[src/rtl/sync_fifo_if.sv]
// Producer/consumer handshake bundle for sync_fifo.
// The master modport is the side that drives requests; the slave modport is the FIFO.
interface sync_fifo_if #(
    parameter int unsigned DATA_W = 8
);
    logic              i_wren;
    logic [DATA_W-1:0] i_wrdata;
    logic              i_rden;
    logic [DATA_W-1:0] o_rddata;
    logic              o_empty;
    logic              o_alm_empty;
    logic              o_full;
    logic              o_alm_full;

    modport master (
        output i_wren, i_wrdata, i_rden,
        input  o_rddata, o_empty, o_alm_empty, o_full, o_alm_full
    );

    modport slave (
        input  i_wren, i_wrdata, i_rden,
        output o_rddata, o_empty, o_alm_empty, o_full, o_alm_full
    );
endinterface

[src/rtl/sync_fifo.sv]
// Single-clock circular-buffer FIFO with occupancy counter and status flags.
// Define SYNC_FIFO_FWFT_EN for first-word fall-through read data; default is 1-cycle registered read.
module sync_fifo #(
    parameter int unsigned DATA_W        = 8,
    parameter int unsigned DEPTH         = 16,
    parameter int unsigned ALM_FULL_LVL  = 14,
    parameter int unsigned ALM_EMPTY_LVL = 2
) (
    input  logic         clk,
    input  logic         rstn,
    sync_fifo_if.slave   bus
);
    localparam int unsigned ADDR_W = $clog2(DEPTH);
    localparam int unsigned CNT_W  = ADDR_W + 1;

    logic [DATA_W-1:0] mem [DEPTH];

    logic [ADDR_W-1:0] wr_ptr_q, wr_ptr_d;
    logic [ADDR_W-1:0] rd_ptr_q, rd_ptr_d;
    logic [CNT_W-1:0]  count_q,  count_d;

    logic empty_c, full_c, wr_en_c, rd_en_c;

    // Flags come straight from the count register so both sides see the same view.
    assign empty_c = (count_q == '0);
    assign full_c  = (count_q == CNT_W'(DEPTH));
    assign wr_en_c = bus.i_wren && !full_c;
    assign rd_en_c = bus.i_rden && !empty_c;

    assign bus.o_empty     = empty_c;
    assign bus.o_full      = full_c;
    assign bus.o_alm_empty = (count_q <= CNT_W'(ALM_EMPTY_LVL));
    assign bus.o_alm_full  = (count_q >= CNT_W'(ALM_FULL_LVL));

    always_comb begin
        wr_ptr_d = wr_ptr_q;
        rd_ptr_d = rd_ptr_q;
        count_d  = count_q;
        if (wr_en_c) wr_ptr_d = wr_ptr_q + ADDR_W'(1);
        if (rd_en_c) rd_ptr_d = rd_ptr_q + ADDR_W'(1);
        if (wr_en_c && !rd_en_c)      count_d = count_q + CNT_W'(1);
        else if (rd_en_c && !wr_en_c) count_d = count_q - CNT_W'(1);
    end

    always_ff @(posedge clk or negedge rstn) begin
        if (!rstn) begin
            wr_ptr_q <= '0;
            rd_ptr_q <= '0;
            count_q  <= '0;
        end else begin
            wr_ptr_q <= wr_ptr_d;
            rd_ptr_q <= rd_ptr_d;
            count_q  <= count_d;
        end
    end

    // Storage has no reset; contents are only observed after being written.
    always_ff @(posedge clk) begin
        if (wr_en_c) mem[wr_ptr_q] <= bus.i_wrdata;
    end

`ifdef SYNC_FIFO_FWFT_EN
    assign bus.o_rddata = empty_c ? '0 : mem[rd_ptr_q];
`else
    logic [DATA_W-1:0] rddata_q, rddata_d;

    always_comb begin
        rddata_d = rddata_q;
        if (rd_en_c) rddata_d = mem[rd_ptr_q];
    end

    always_ff @(posedge clk or negedge rstn) begin
        if (!rstn) rddata_q <= '0;
        else       rddata_q <= rddata_d;
    end

    assign bus.o_rddata = rddata_q;
`endif

endmodule

[src/flat_wrapper.sv]
// flat-port wrapper written by rule: the top's interface ports become plain ports
module sync_fifo_flat 
#(
    parameter int unsigned DATA_W        = 8,
    parameter int unsigned DEPTH         = 16,
    parameter int unsigned ALM_FULL_LVL  = 14,
    parameter int unsigned ALM_EMPTY_LVL = 2
)
  (clk, rstn, bus_i_wren, bus_i_wrdata, bus_i_rden, bus_o_rddata, bus_o_empty, bus_o_alm_empty, bus_o_full, bus_o_alm_full);
  sync_fifo_if #(.DATA_W(DATA_W)) bus_i ();
  input  logic clk;
  input  logic rstn;
  input wire logic [$bits(bus_i.i_wren)-1:0] bus_i_wren;
  input wire logic [$bits(bus_i.i_wrdata)-1:0] bus_i_wrdata;
  input wire logic [$bits(bus_i.i_rden)-1:0] bus_i_rden;
  output wire logic [$bits(bus_i.o_rddata)-1:0] bus_o_rddata;
  output wire logic [$bits(bus_i.o_empty)-1:0] bus_o_empty;
  output wire logic [$bits(bus_i.o_alm_empty)-1:0] bus_o_alm_empty;
  output wire logic [$bits(bus_i.o_full)-1:0] bus_o_full;
  output wire logic [$bits(bus_i.o_alm_full)-1:0] bus_o_alm_full;
  assign bus_i.i_wren = bus_i_wren;
  assign bus_i.i_wrdata = bus_i_wrdata;
  assign bus_i.i_rden = bus_i_rden;
  assign bus_o_rddata = bus_i.o_rddata;
  assign bus_o_empty = bus_i.o_empty;
  assign bus_o_alm_empty = bus_i.o_alm_empty;
  assign bus_o_full = bus_i.o_full;
  assign bus_o_alm_full = bus_i.o_alm_full;
  sync_fifo #(.DATA_W(DATA_W), .DEPTH(DEPTH), .ALM_FULL_LVL(ALM_FULL_LVL), .ALM_EMPTY_LVL(ALM_EMPTY_LVL)) u_core (.clk(clk), .rstn(rstn), .bus(bus_i));
endmodule
[config.mk]
export PLATFORM = sky130hd
export DESIGN_NAME = sync_fifo_flat
export DESIGN_NICKNAME = d
export VERILOG_FILES = /design/src/rtl/sync_fifo_if.sv /design/src/rtl/sync_fifo.sv /design/src/flat_wrapper.sv
export SDC_FILE = /design/constraint.sdc
export NUM_CORES = 1
export LEC_CHECK = 0
export ABC_AREA = 1
export BUFFER_PORTS_ARGS = -buffer_cell sky130_fd_sc_hd__buf_2
export CORE_ASPECT_RATIO = 1.1
export CORE_UTILIZATION = 35
export CTS_CLUSTER_SIZE = 14
export DETAILED_ROUTE_END_ITERATION = 12
export PLACE_DENSITY_LB_ADDON = 0.1
export SLEW_MARGIN = 5
export SYNTH_ARGS = -nofsm -noshare
export SYNTH_HDL_FRONTEND = slang
export SYNTH_SLANG_ARGS = --single-unit
[constraint.sdc]
create_clock -name clk -period 3.4 [get_ports clk]
set_input_delay 0 -clock clk [delete_from_list [all_inputs] [get_ports clk]]
set_output_delay 0 -clock clk [all_outputs]
set_load 0.01 [all_outputs]
==> impl_summary.txt, run 1 <==
----------------------------------------------------
[Outcome]
  Run status ... finished, final reports clean

[Timing]
  Sum of negative setup slack ... 0 ns
  Transition time at the pin with the least slew margin ... 0.8133 ns
  Crit share post-route ... 73.57%
  Final hold viol count ... 0
  Max_slew headroom ... 45.58%
  Final clock skew ... 0.007754 ns
  RSZ-0062 raised after global routing ... no
  Total setup violations reported at the end of the flow ... 0
  Number of max-slew violations in the final report ... 0
  Fin crit period ... 2.501 ns
  Fmax ... 399.8 MHz
  Hold slack final ... 0.01407 ns

[Worst setup path]
  Required time at the worst-slack endpoint ... 3.76 ns
  Maximum fanout encountered on the critical timing path ... 11
  Cell breakdown of the critical path ... nor2_1 > nand4_1 > nand2_1 > ha_1 > inv_1 > ha_1 > nand2_1 > nand2_1 > a21oi_1 > xor2_1 > nand2_1 > nand2_1
  WS Path Type ... flop to flop
  Most frequent cell on the critical path ... nand2_1
  Critical path's top delay family ... simple AND/OR/NAND/NOR gates
  Worst endpoint data arrival time ... 2.86 ns
  Worst Setup End Kind ... flop
  Launch point of the worst path ... u_core.count_q[3]
  Worst r2r src ... u_core.count_q[3]
  Crit start category ... flop
  Cell type of the slowest stage on the worst timing path ... dfrtp_1
  Number of buffers and inverters on the critical path ... 1
  Maximum single-stage delay on the critical path ... 0.42 ns

[Placement]
  Placed cell areas ... 0.006962 mm²
  Total of buffers placed on input and output ports ... 23
  Global placer's final weighted congestion ... 0.7936
  Placed wire-length estimate ... 9933 µm

[Global routing]
  Maximum number of pins on one net before global-route repair ... 67
  Total GRT Usage ... 17.04%
  First-pass GRT wire length ... 24350 µm
  Number of global-route vias before repair ... 4277
  Total grt overflow ... 0
  Antenna violations before repair ... 0

[Flow run]
  Max Cap Viol ... 0

[Routing]
  Via Count ... 4275
  Number of vias per cell after detailed routing ... 4.529
  Post-detailed-route wirelength per cell ... 16.25 µm
  Detailed-routing iteration count for the pre-antenna-repair pass ... 4
  Total Wirelength ... 15340 µm
  Number of remaining DRC errors ... 0
  Violation count after the first detailed-routing iteration ... 242
  Number of nets still failing antenna checks after routing ... 0

[Floorplanning]
  Floorplan die area ... 0.01955 mm²
  Chip Width ... 133.4 µm
  Number of placed I/O pins ... 24
  Area of the core ... 0.01848 mm²
  Die Y-Extent ... 146.6 µm
  Rows ... 52
  Starting Density ... 35.98%

[CTS]
  Clock Latency Late Sink ... 0.42 ns
  Cts bufs inserted ... 17
  Buffer cell driving the clock tree root ... clkbuf_16
  CTS tree ... yes
  CTS sink cnt ... 149
  Post-CTS setup buffer count ... 0
  CTS clk-pin slew, worst paths ... 0.06 ns
  Max Root-Sink Buffers ... 2
  Deepest level of the CTS H-tree ... 4

[Synth]
  Syn_nets ... 687
  Library cell with the largest summed area after synthesis ... edfxtp_1
  Number of synthesis warnings ... 0
  Portion of synthesized cell area occupied by the leading cell type ... 57.81%
  Leading post-synthesis cells by cell area ... edfxtp_1 (58%), nand2_1 (12%), dfrtp_1 (7.9%)
  Synthesis-stage register bit count ... 149
  Netlist Area Pre-Place ... 0.006649 mm²
  Post-Synthesis Cells ... 665
  Number of different library cells in the post-synthesis netlist ... 21
  Post-synthesis sequential area ratio ... 65.71%
  Average size of a mapped cell ... 9.998 µm²

[Pwr]
  Net switching power ... 2.338 mW
  Combinational Power Share ... 32.4%
  Proportion of power drawn by the clock network ... 30.9%
  Share of total power consumed by net switching ... 35.75%
  Leak Pwr ... 3.377 nW
  Worst vdd ir ... 0.4455 mV
  Power Internal ... 4.203 mW
  Power density of the placed cells ... 857.7 mW/mm²
  Register share of total power ... 36.7%

[Cells and area]
  Layout cells sized above 1 ... 8.417%
  Final antenna diode count ... 0
  Non-Filler Cell Area, Final ... 0.007627 mm²
  Filler instances ... 1814
  Synthesis-to-finish area growth ... 14.72%
  Final layout net count ... 710

[Worst hold path]
  Min-delay worst type ... primary input to flop
  Hold_sp ... bus_i_wrdata[3]

----------------------------------------------------
==> synth_stat cells (all sizes together) <==
master	n
nand2	219
edfxtp	128
inv	116
nand3	100
buf	27
dfrtp	21
nor2	20
ha	9
xor2	8
o21ai	5
a21oi	3
clkinv	3
nand4	2
a31oi	1
fa	1
o21bai	1
xnor2	1
==> stage by stage <==
stage / instances / utilization, % / setup slack (ns) / power, mW
floorplan: 665 / - / 1.269 / 3.928
global placement: 909 / 37.68 / 1.069 / 4.560
detailed placement: 909 / 37.68 / 0.9303 / 4.594
CTS: 944 / 41.28 / 0.9083 / 6.631
global route: 944 / 41.28 / 0.6875 / 6.981
finish: 944 / 41.28 / 0.8987 / 6.542
==> area by class of cell <==
class | count | area [µm²] | share of cell area, %
Sequential cell | 149 | 4370 | 57.30
Multi-Input combinational cell | 370 | 1675 | 21.97
Timing Repair Buffer | 31 | 195.2 | 2.559
Tap cell | 243 | 304.0 | 3.986
Clock inverter | 14 | 206.4 | 2.707
Inverter | 119 | 446.7 | 5.856
Clock buffer | 18 | 429.2 | 5.627
==> metal layers <==
metal / vias up / GRT usage (%) / part of all wire, %
li1: 2161 / - / -
met1: 2038 / 21.44 / 44
met2: 57 / 28.62 / 51
met3: 19 / 3.264 / 3.1
met4: 0 / 7.102 / 1.9
met5: - / 0 / 0
==> power groups by stage <==
stage	Sequential (mW)	Combinational (mW)	Clock (mW)
after global placement	2.43	2.13	0
after CTS	2.40	2.17	2.06
final	2.40	2.12	2.02
after detailed placement	2.44	2.16	0
after global routing	2.43	2.41	2.14
after floorplan	2.42	1.51	0
==> what timing repair did <==
item | CTS | global route
endpoints found under the hold margin | 38 | 0
gates resized for setup | 0 | 0
endpoints found under the setup margin | 0 | 0
hold buffers | 3 | 0
==> path summary, 6_finish.rpt <==
kind | endpoint | depth (start not counted) | slack (ns)
max | u_core.count_q[4] | 12 | 0.90
min | u_core.mem[5][3] | 1 | 0.01
max reg2reg | u_core.count_q[4] | 12 | 0.90
min reg2reg | u_core.bus.o_rddata[4] | 2 | 0.47
max in group asynchronous | u_core.rd_ptr_q[0] | 2 | 2.94
min in group asynchronous | u_core.bus.o_rddata[3] | 2 | 0.09
==> state kept, by name (all words and copies together), names as in the netlist <==
register and count:
u_core.bus.o_rddata 8, u_core.count_q 5, u_core.mem 128, u_core.rd_ptr_q 4, u_core.wr_ptr_q 4
==> cells in the final DEF (no fill, tap or decap), types with 4 or more instances in the layout <==
cell type  Yosys  routed
dfrtp_1       21      20
nand3_1      100     100
buf_4          7       4
xor2_1         8       8
buf_2         18      23
inv_1        115     115
clkbuf_16      0      17
bufinv_16      0       5
edfxtp_1     128     128
nand2_1      219     219
clkinv_1       3       5
o21ai_0        5       5
nor2_1        20      20
ha_1           9       9
==> cells by family (layout without fill, tap and decap cells) <==
| group | after synthesis | count (layout) | synth area share [%] |
|---|---|---|---|
| AO/OA/AOI/OAI | 10 | 10 | 0.8092 |
| XOR/XNOR | 9 | 9 | 1.186 |
| adder cells (fa/ha/maj) | 10 | 10 | 1.995 |
| buffers and inverters | 146 | 182 | 9.089 |
| flip-flops | 149 | 149 | 65.71 |
| AND/OR/NAND/NOR | 341 | 341 | 21.21 |
No activity file was read; power rests on OpenSTA's default activity.
==> run 2: changes to the inputs <==
==> constraint.sdc (replaced) <==
create_clock -name clk -period 2.55 [get_ports clk]
set_input_delay 0 -clock clk [delete_from_list [all_inputs] [get_ports clk]]
set_output_delay 0 -clock clk [all_outputs]
set_load 0.01 [all_outputs]
==> impl_summary.txt, run 2 (synthesis results as in run 1) <==
----------------------------------------------------
[Placement]
  Total of buffers placed on input and output ports ... 23 (unchanged)
  Placed cell areas ... 0.007037 mm² (+1.1%)
  Global placer's final weighted congestion ... 0.8177 (+3.0%)
  Placed wire-length estimate ... 10210 µm (+2.8%)

[Pwr]
  Net switching power ... 3.140 mW (+34%)
  Combinational Power Share ... 33.8% (+1.4 points)
  Leak Pwr ... 3.387 nW (+0.32%)
  Overall power consumption ... 8.478 mW (+30%)
  Proportion of power drawn by the clock network ... 28.4% (-2.5 points)
  Power density of the placed cells ... 1112 mW/mm² (+30%)
  Worst vdd ir ... 0.5758 mV (+29%)
  Power Internal ... 5.338 mW (+27%)
  Share of total power consumed by net switching ... 37.04% (+1.3 points)
  Register share of total power ... 37.8% (+1.1 points)

[Worst setup path]
  Number of buffers and inverters on the critical path ... 2 (+1)
  Worst endpoint data arrival time ... 2.59 ns (-0.27 ns)
  Required time at the worst-slack endpoint ... 2.91 ns (-0.85 ns)
  Maximum single-stage delay on the critical path ... 0.42 ns (about the same)
  WS Path Type ... flop to flop
  Crit start category ... flop
  Maximum fanout encountered on the critical timing path ... 8 (-3)
  Worst Setup End Kind ... flop
  FF-to-FF setup slack ... 0.32 ns (-0.58 ns)
  Most frequent cell on the critical path ... nand2_1
  Critical path's top delay family ... simple AND/OR/NAND/NOR gates
  Cell type of the slowest stage on the worst timing path ... dfrtp_1
  Worst r2r src ... u_core.count_q[3]
  Launch point of the worst path ... u_core.count_q[3]
  Cell breakdown of the critical path ... nor2_1 > nand4_1 > nand2_1 > inv_2 > ha_1 > inv_1 > ha_1 > nand2_1 > nand2_1 > a21oi_1 > xor2_1 > nand2_1 > nand2_1

[Cells and area]
  Final layout net count ... 719 (+1.3%)
  Post-route core utilization ... 41.25% (about the same)
  Sequential standard cell area ... 0.004370 mm² (unchanged)
  Most frequent cells in the layout ... nand2_1 (219), edfxtp_1 (128), inv_1 (115)
  Flip-flop count of the largest register after layout ... 128 (unchanged)
  Final antenna diode count ... 0 (unchanged)
  Non-Filler Cell Area, Final ... 0.007622 mm² (about the same)
  Layout cells sized above 1 ... 10.00% (+1.6 points)
  Commonest non-fill, non-tap cell in the layout ... nand2_1
  Register ranked first by flip-flop count ... u_core.mem
  Synthesis-to-finish area growth ... 14.64% (about the same)
  Multi-input logic area ... 0.001675 mm² (unchanged)
  Filler instances ... 1852 (+2.1%)

[Timing]
  Final hold viol count ... 0 (unchanged)
  Hold slack final ... 0.01507 ns (+0.001006 ns)
  Transition time at the pin with the least slew margin ... 0.7389 ns (-0.07442 ns)
  RSZ-0062 raised after global routing ... no
  Fin crit period ... 2.230 ns (-0.2713 ns)
  Final clock skew ... 0.009196 ns (+0.001443 ns)
  Total setup violations reported at the end of the flow ... 0 (unchanged)
  Max_slew headroom ... 50.74% (+5.2 points)
  Sum of negative setup slack ... 0 ns (unchanged)
  Number of max-slew violations in the final report ... 0 (unchanged)
  Fmax ... 448.4 MHz (+12%)
  Crit share post-route ... 87.45% (+14 points)

[CTS]
  Post-CTS setup buffer count ... 0 (unchanged)
  Deepest level of the CTS H-tree ... 4 (unchanged)
  CTS sink cnt ... 149 (unchanged)
  Max Root-Sink Buffers ... 2 (unchanged)
  Clock Latency Late Sink ... 0.43 ns (about the same)
  Cts bufs inserted ... 17 (unchanged)
  CTS clk-pin slew, worst paths ... 0.06 ns (about the same)
  Buffer cell driving the clock tree root ... clkbuf_16
  CTS tree ... yes

[Routing]
  Detailed-routing iteration count for the pre-antenna-repair pass ... 7 (+3)
  Via Count ... 4400 (+2.9%)
  Post-detailed-route wirelength per cell ... 16.77 µm (+3.2%)
  Number of vias per cell after detailed routing ... 4.617 (+2.0%)
  Number of nets still failing antenna checks after routing ... 0 (unchanged)
  Number of remaining DRC errors ... 0 (unchanged)
  Violation count after the first detailed-routing iteration ... 268 (+11%)
  Total Wirelength ... 15980 µm (+4.2%)

[Floorplanning]
  Chip Width ... 133.4 µm (unchanged)
  Rows ... 52 (unchanged)
  Die Y-Extent ... 146.6 µm (unchanged)
  Floorplan die area ... 0.01955 mm² (unchanged)
  Number of placed I/O pins ... 24 (unchanged)
  Starting Density ... 35.98% (unchanged)
  Area of the core ... 0.01848 mm² (unchanged)

[Outcome]
  Run status ... finished, final reports clean

[Global routing]
  Antenna violations before repair ... 0 (unchanged)
  Number of global-route vias before repair ... 4436 (+3.7%)
  Total GRT Usage ... 17.63% (+0.58 points)
  First-pass GRT wire length ... 24940 µm (+2.4%)
  Total grt overflow ... 0 (unchanged)
  Maximum number of pins on one net before global-route repair ... 67 (unchanged)

[Worst hold path]
  Hold_sp ... bus_i_wrdata[1]
  Min-delay worst type ... primary input to flop

[Flow run]
  Max Cap Viol ... 0 (unchanged)

----------------------------------------------------
run 2: final cells by class:
cell class | instances | share of cell area (%)
Timing Repair Buffer | 40 | 3.414
Tap cell | 243 | 3.989
Inverter | 119 | 5.860
Clock buffer | 18 | 5.630
Multi-Input combinational cell | 370 | 21.98
Clock inverter | 14 | 1.789
Sequential cell | 149 | 57.34
run 2: final timing paths:
path / endpoint / depth (start not counted)
worst max-delay path: u_core.count_q[4] / 13
worst min-delay path: u_core.mem[1][1] / 1
worst min register to register: u_core.bus.o_rddata[3] / 2
worst max register to register: u_core.count_q[4] / 13
min in group asynchronous: u_core.bus.o_rddata[5] / 2
max in group asynchronous: u_core.rd_ptr_q[0] / 2
run 2: layer usage:
layer / vias up / routed length, µm / global-route usage, %
li1: 2183 / - / -
met1: 2120 / 7069 / 21.53
met2: 78 / 8161 / 30.57
met3: 19 / 468 / 3.125
met4: 0 / 282 / 7.273
met5: - / 0 / 0
run 2: what timing repair did:
| action | CTS | global route |
|---|---|---|
| setup endpoints to repair | 0 | 2 |
| hold buffers | 2 | 0 |
| endpoints found under the hold margin | 22 | 0 |
| resized for setup | 0 | 1 |
run 2: per-stage QoR:
stage	worst slack, ns	instances
6_report	0.3200	953
5_1_grt	0.1574	953
4_1_cts	0.1434	953
3_5_place_dp	0.1540	919
3_3_place_gp	0.2162	919
2_1_floorplan	0.4192	665
run 2: power by group through the flow:
stage               registers, mW  clock network [mW]  logic (mW)
detailed placement           3.25                   0        2.92
global placement             3.24                   0        2.91
floorplan                    3.23                   0        2.01
CTS                          3.20                2.46        2.93
global route                 3.24                2.56        3.26
finish                       3.20                2.41        2.87
==> run 3: changes to the inputs <==
--- a/config.mk
+++ b/config.mk
@@ -11,7 +11,7 @@
 export CORE_UTILIZATION = 35
 export CTS_CLUSTER_SIZE = 14
 export DETAILED_ROUTE_END_ITERATION = 12
-export PLACE_DENSITY_LB_ADDON = 0.1
+export PLACE_DENSITY = 0.46
 export SLEW_MARGIN = 5
 export SYNTH_ARGS = -nofsm -noshare
 export SYNTH_HDL_FRONTEND = slang
==> impl_summary.txt, run 3 (synthesis results as in run 1) <==
----------------------------------------------------
[Timing]
  Number of max-slew violations in the final report ... 0 (unchanged)
  RSZ-0062 raised after global routing ... no
  Crit share post-route ... 90.13% (+2.7 points)
  Max_slew headroom ... 49.50% (-1.2 points)
  Sum of negative setup slack ... 0 ns (unchanged)
  Total setup violations reported at the end of the flow ... 0 (unchanged)
  Fmax ... 435.1 MHz (-3.0%)
  Transition time at the pin with the least slew margin ... 0.7548 ns (+0.01592 ns)
  Final hold viol count ... 0 (unchanged)
  Hold slack final ... 0.01476 ns (-0.0003137 ns)
  Final clock skew ... 0.008158 ns (-0.001039 ns)
  Fin crit period ... 2.298 ns (+0.06834 ns)

[Cells and area]
  Flip-flop count of the largest register after layout ... 128 (unchanged)
  Most frequent cells in the layout ... nand2_1 (219), edfxtp_1 (128), inv_1 (115)
  Synthesis-to-finish area growth ... 15.22%
  Final antenna diode count ... 0 (unchanged)
  Post-route core utilization ... 41.46% (+0.21 points)
  Final layout net count ... 718 (-0.14%)
  Non-Filler Cell Area, Final ... 0.007661 mm² (+0.51%)
  Register ranked first by flip-flop count ... u_core.mem
  Layout cells sized above 1 ... 9.605% (-0.40 points)
  Commonest non-fill, non-tap cell in the layout ... nand2_1
  Number of cells in the finished layout apart from fillers ... 951 (-0.21%)

[CTS]
  Cts bufs inserted ... 17 (unchanged)
  Deepest level of the CTS H-tree ... 4 (unchanged)
  Max Root-Sink Buffers ... 2 (unchanged)
  Post-cts resize count ... 0 (unchanged)
  CTS sink cnt ... 149 (unchanged)
  Buffer cell driving the clock tree root ... clkbuf_16
  CTS tree ... yes
  Clock Latency Late Sink ... 0.42 ns (about the same)
  CTS clk-pin slew, worst paths ... 0.06 ns (about the same)

[Pwr]
  Worst vdd ir ... 0.5871 mV (+2.0%)
  Power density of the placed cells ... 1134 mW/mm² (+2.0%)
  Leak Pwr ... 3.399 nW (+0.34%)

[Routing]
  Violation count after the first detailed-routing iteration ... 326 (+22%)
  Number of vias per cell after detailed routing ... 4.616 (about the same)
  Via Count ... 4390 (-0.23%)
  Number of nets still failing antenna checks after routing ... 0 (unchanged)
  Total Wirelength ... 16030 µm (+0.29%)
  Detailed-routing iteration count for the pre-antenna-repair pass ... 4 (-3)
  Post-detailed-route wirelength per cell ... 16.85 µm (+0.50%)
  Number of remaining DRC errors ... 0 (unchanged)

[Floorplanning]
  Die Y-Extent ... 146.6 µm (unchanged)
  Rows ... 52 (unchanged)
  Area of the core ... 0.01848 mm² (unchanged)
  Starting Density ... 35.98% (unchanged)
  Number of placed I/O pins ... 24 (unchanged)
  Chip Width ... 133.4 µm (unchanged)
  Floorplan die area ... 0.01955 mm² (unchanged)

[Worst setup path]
  Worst Setup End Kind ... flop
  Required time at the worst-slack endpoint ... 2.86 ns (-0.05 ns)
  Maximum fanout encountered on the critical timing path ... 4 (-4)
  Worst endpoint data arrival time ... 2.61 ns (+0.02 ns)
  WS Path Type ... flop to flop
  Crit start category ... flop

[Outcome]
  Run status ... finished, final reports clean

[Global routing]
  Number of global-route vias before repair ... 4422 (-0.32%)
  Total grt overflow ... 0 (unchanged)
  Maximum number of pins on one net before global-route repair ... 67 (unchanged)
  Antenna violations before repair ... 0 (unchanged)
  Total GRT Usage ... 17.59% (-0.034 points)
  First-pass GRT wire length ... 25000 µm (+0.25%)

[Placement]
  Total of buffers placed on input and output ports ... 23 (unchanged)
  Number of cells after detailed placement ... 918 (-0.11%)
  Placed cell areas ... 0.007029 mm² (-0.11%)
  Global placer's final weighted congestion ... 0.8710 (+6.5%)
  Placed wire-length estimate ... 10470 µm (+2.6%)

[Worst hold path]
  Min-delay worst type ... primary input to flop

[Flow run]
  Max Cap Viol ... 0 (unchanged)

----------------------------------------------------
-- run 3: changes by cell type in the layout (fill, tap and decap cells not counted) --
cell,change
clkinv_1,+1
clkinv_4,+1
bufinv_16,+2
clkinv_2,-3
buf_4,-1
inv_2,-1
clkinvlp_4,-1
-- run 3: worst paths after layout --
path,from,to,slack (ns),cells after the start
setup / recovery,u_core.count_q[3],u_core.count_q[4],0.25,13
hold / removal,bus_i_wrdata[1],u_core.mem[3][1],0.01,1
hold reg to reg,u_core.bus.o_rddata[3],u_core.bus.o_rddata[3],0.47,2
setup reg to reg,u_core.count_q[3],u_core.count_q[4],0.25,13
max in group asynchronous,rstn,u_core.rd_ptr_q[0],2.07,2
min in group asynchronous,rstn,u_core.bus.o_rddata[1],0.10,2
-- run 3: final cells by class --
cell class	instances	area, µm²
Fill cell	1847	10820
Sequential cell	149	4370
Multi-Input combinational cell	370	1675
Inverter	119	446.7
Clock buffer	18	429.2
Tap cell	243	304.0
Timing Repair Buffer	39	252.7
Clock inverter	13	182.7
-- run 3: per-layer routing --
layer	GRT usage [%]	routed length, µm	vias up
li1	-	-	2181
met5	0	0	-
met1	21.43	7026	2108
met4	6.307	340	0
met2	30.34	8156	78
met3	4.028	505	23
-- run 3: critical path, stage by stage (launching register included) --
cell      delay [ns]
dfrtp_1         0.42
nor2_1          0.19
nand4_1         0.13
nand2_1         0.14
clkinv_1        0.13
ha_1            0.26
fa_1            0.42
inv_1           0.07
nand2_1         0.06
nand2_1         0.06
a21oi_1         0.07
xor2_1          0.14
nand2_1         0.06
nand2_1         0.04
-- run 3: power by group --
part	total (mW)	switching [mW]	internal (mW)
registers	3.20	0.180	3.02
logic	2.89	2.00	0.889
clock network	2.60	0.970	1.63
total	8.69	3.15	5.54
-- run 3: repair_timing --
action                    CTS  global route
hold endpoints to repair   22             0
buffers inserted            0             0
hold buffers                2             0
-- run 3: per-stage QoR --
| step | setup slack (ns) | power, mW |
|---|---|---|
| global route | 0.003113 | 9.245 |
| floorplan | 0.4192 | 5.237 |
| finish | 0.2517 | 8.688 |
| detailed placement | 0.2697 | 6.206 |
| global placement | 0.3053 | 6.181 |
| CTS | 0.2575 | 8.810 |
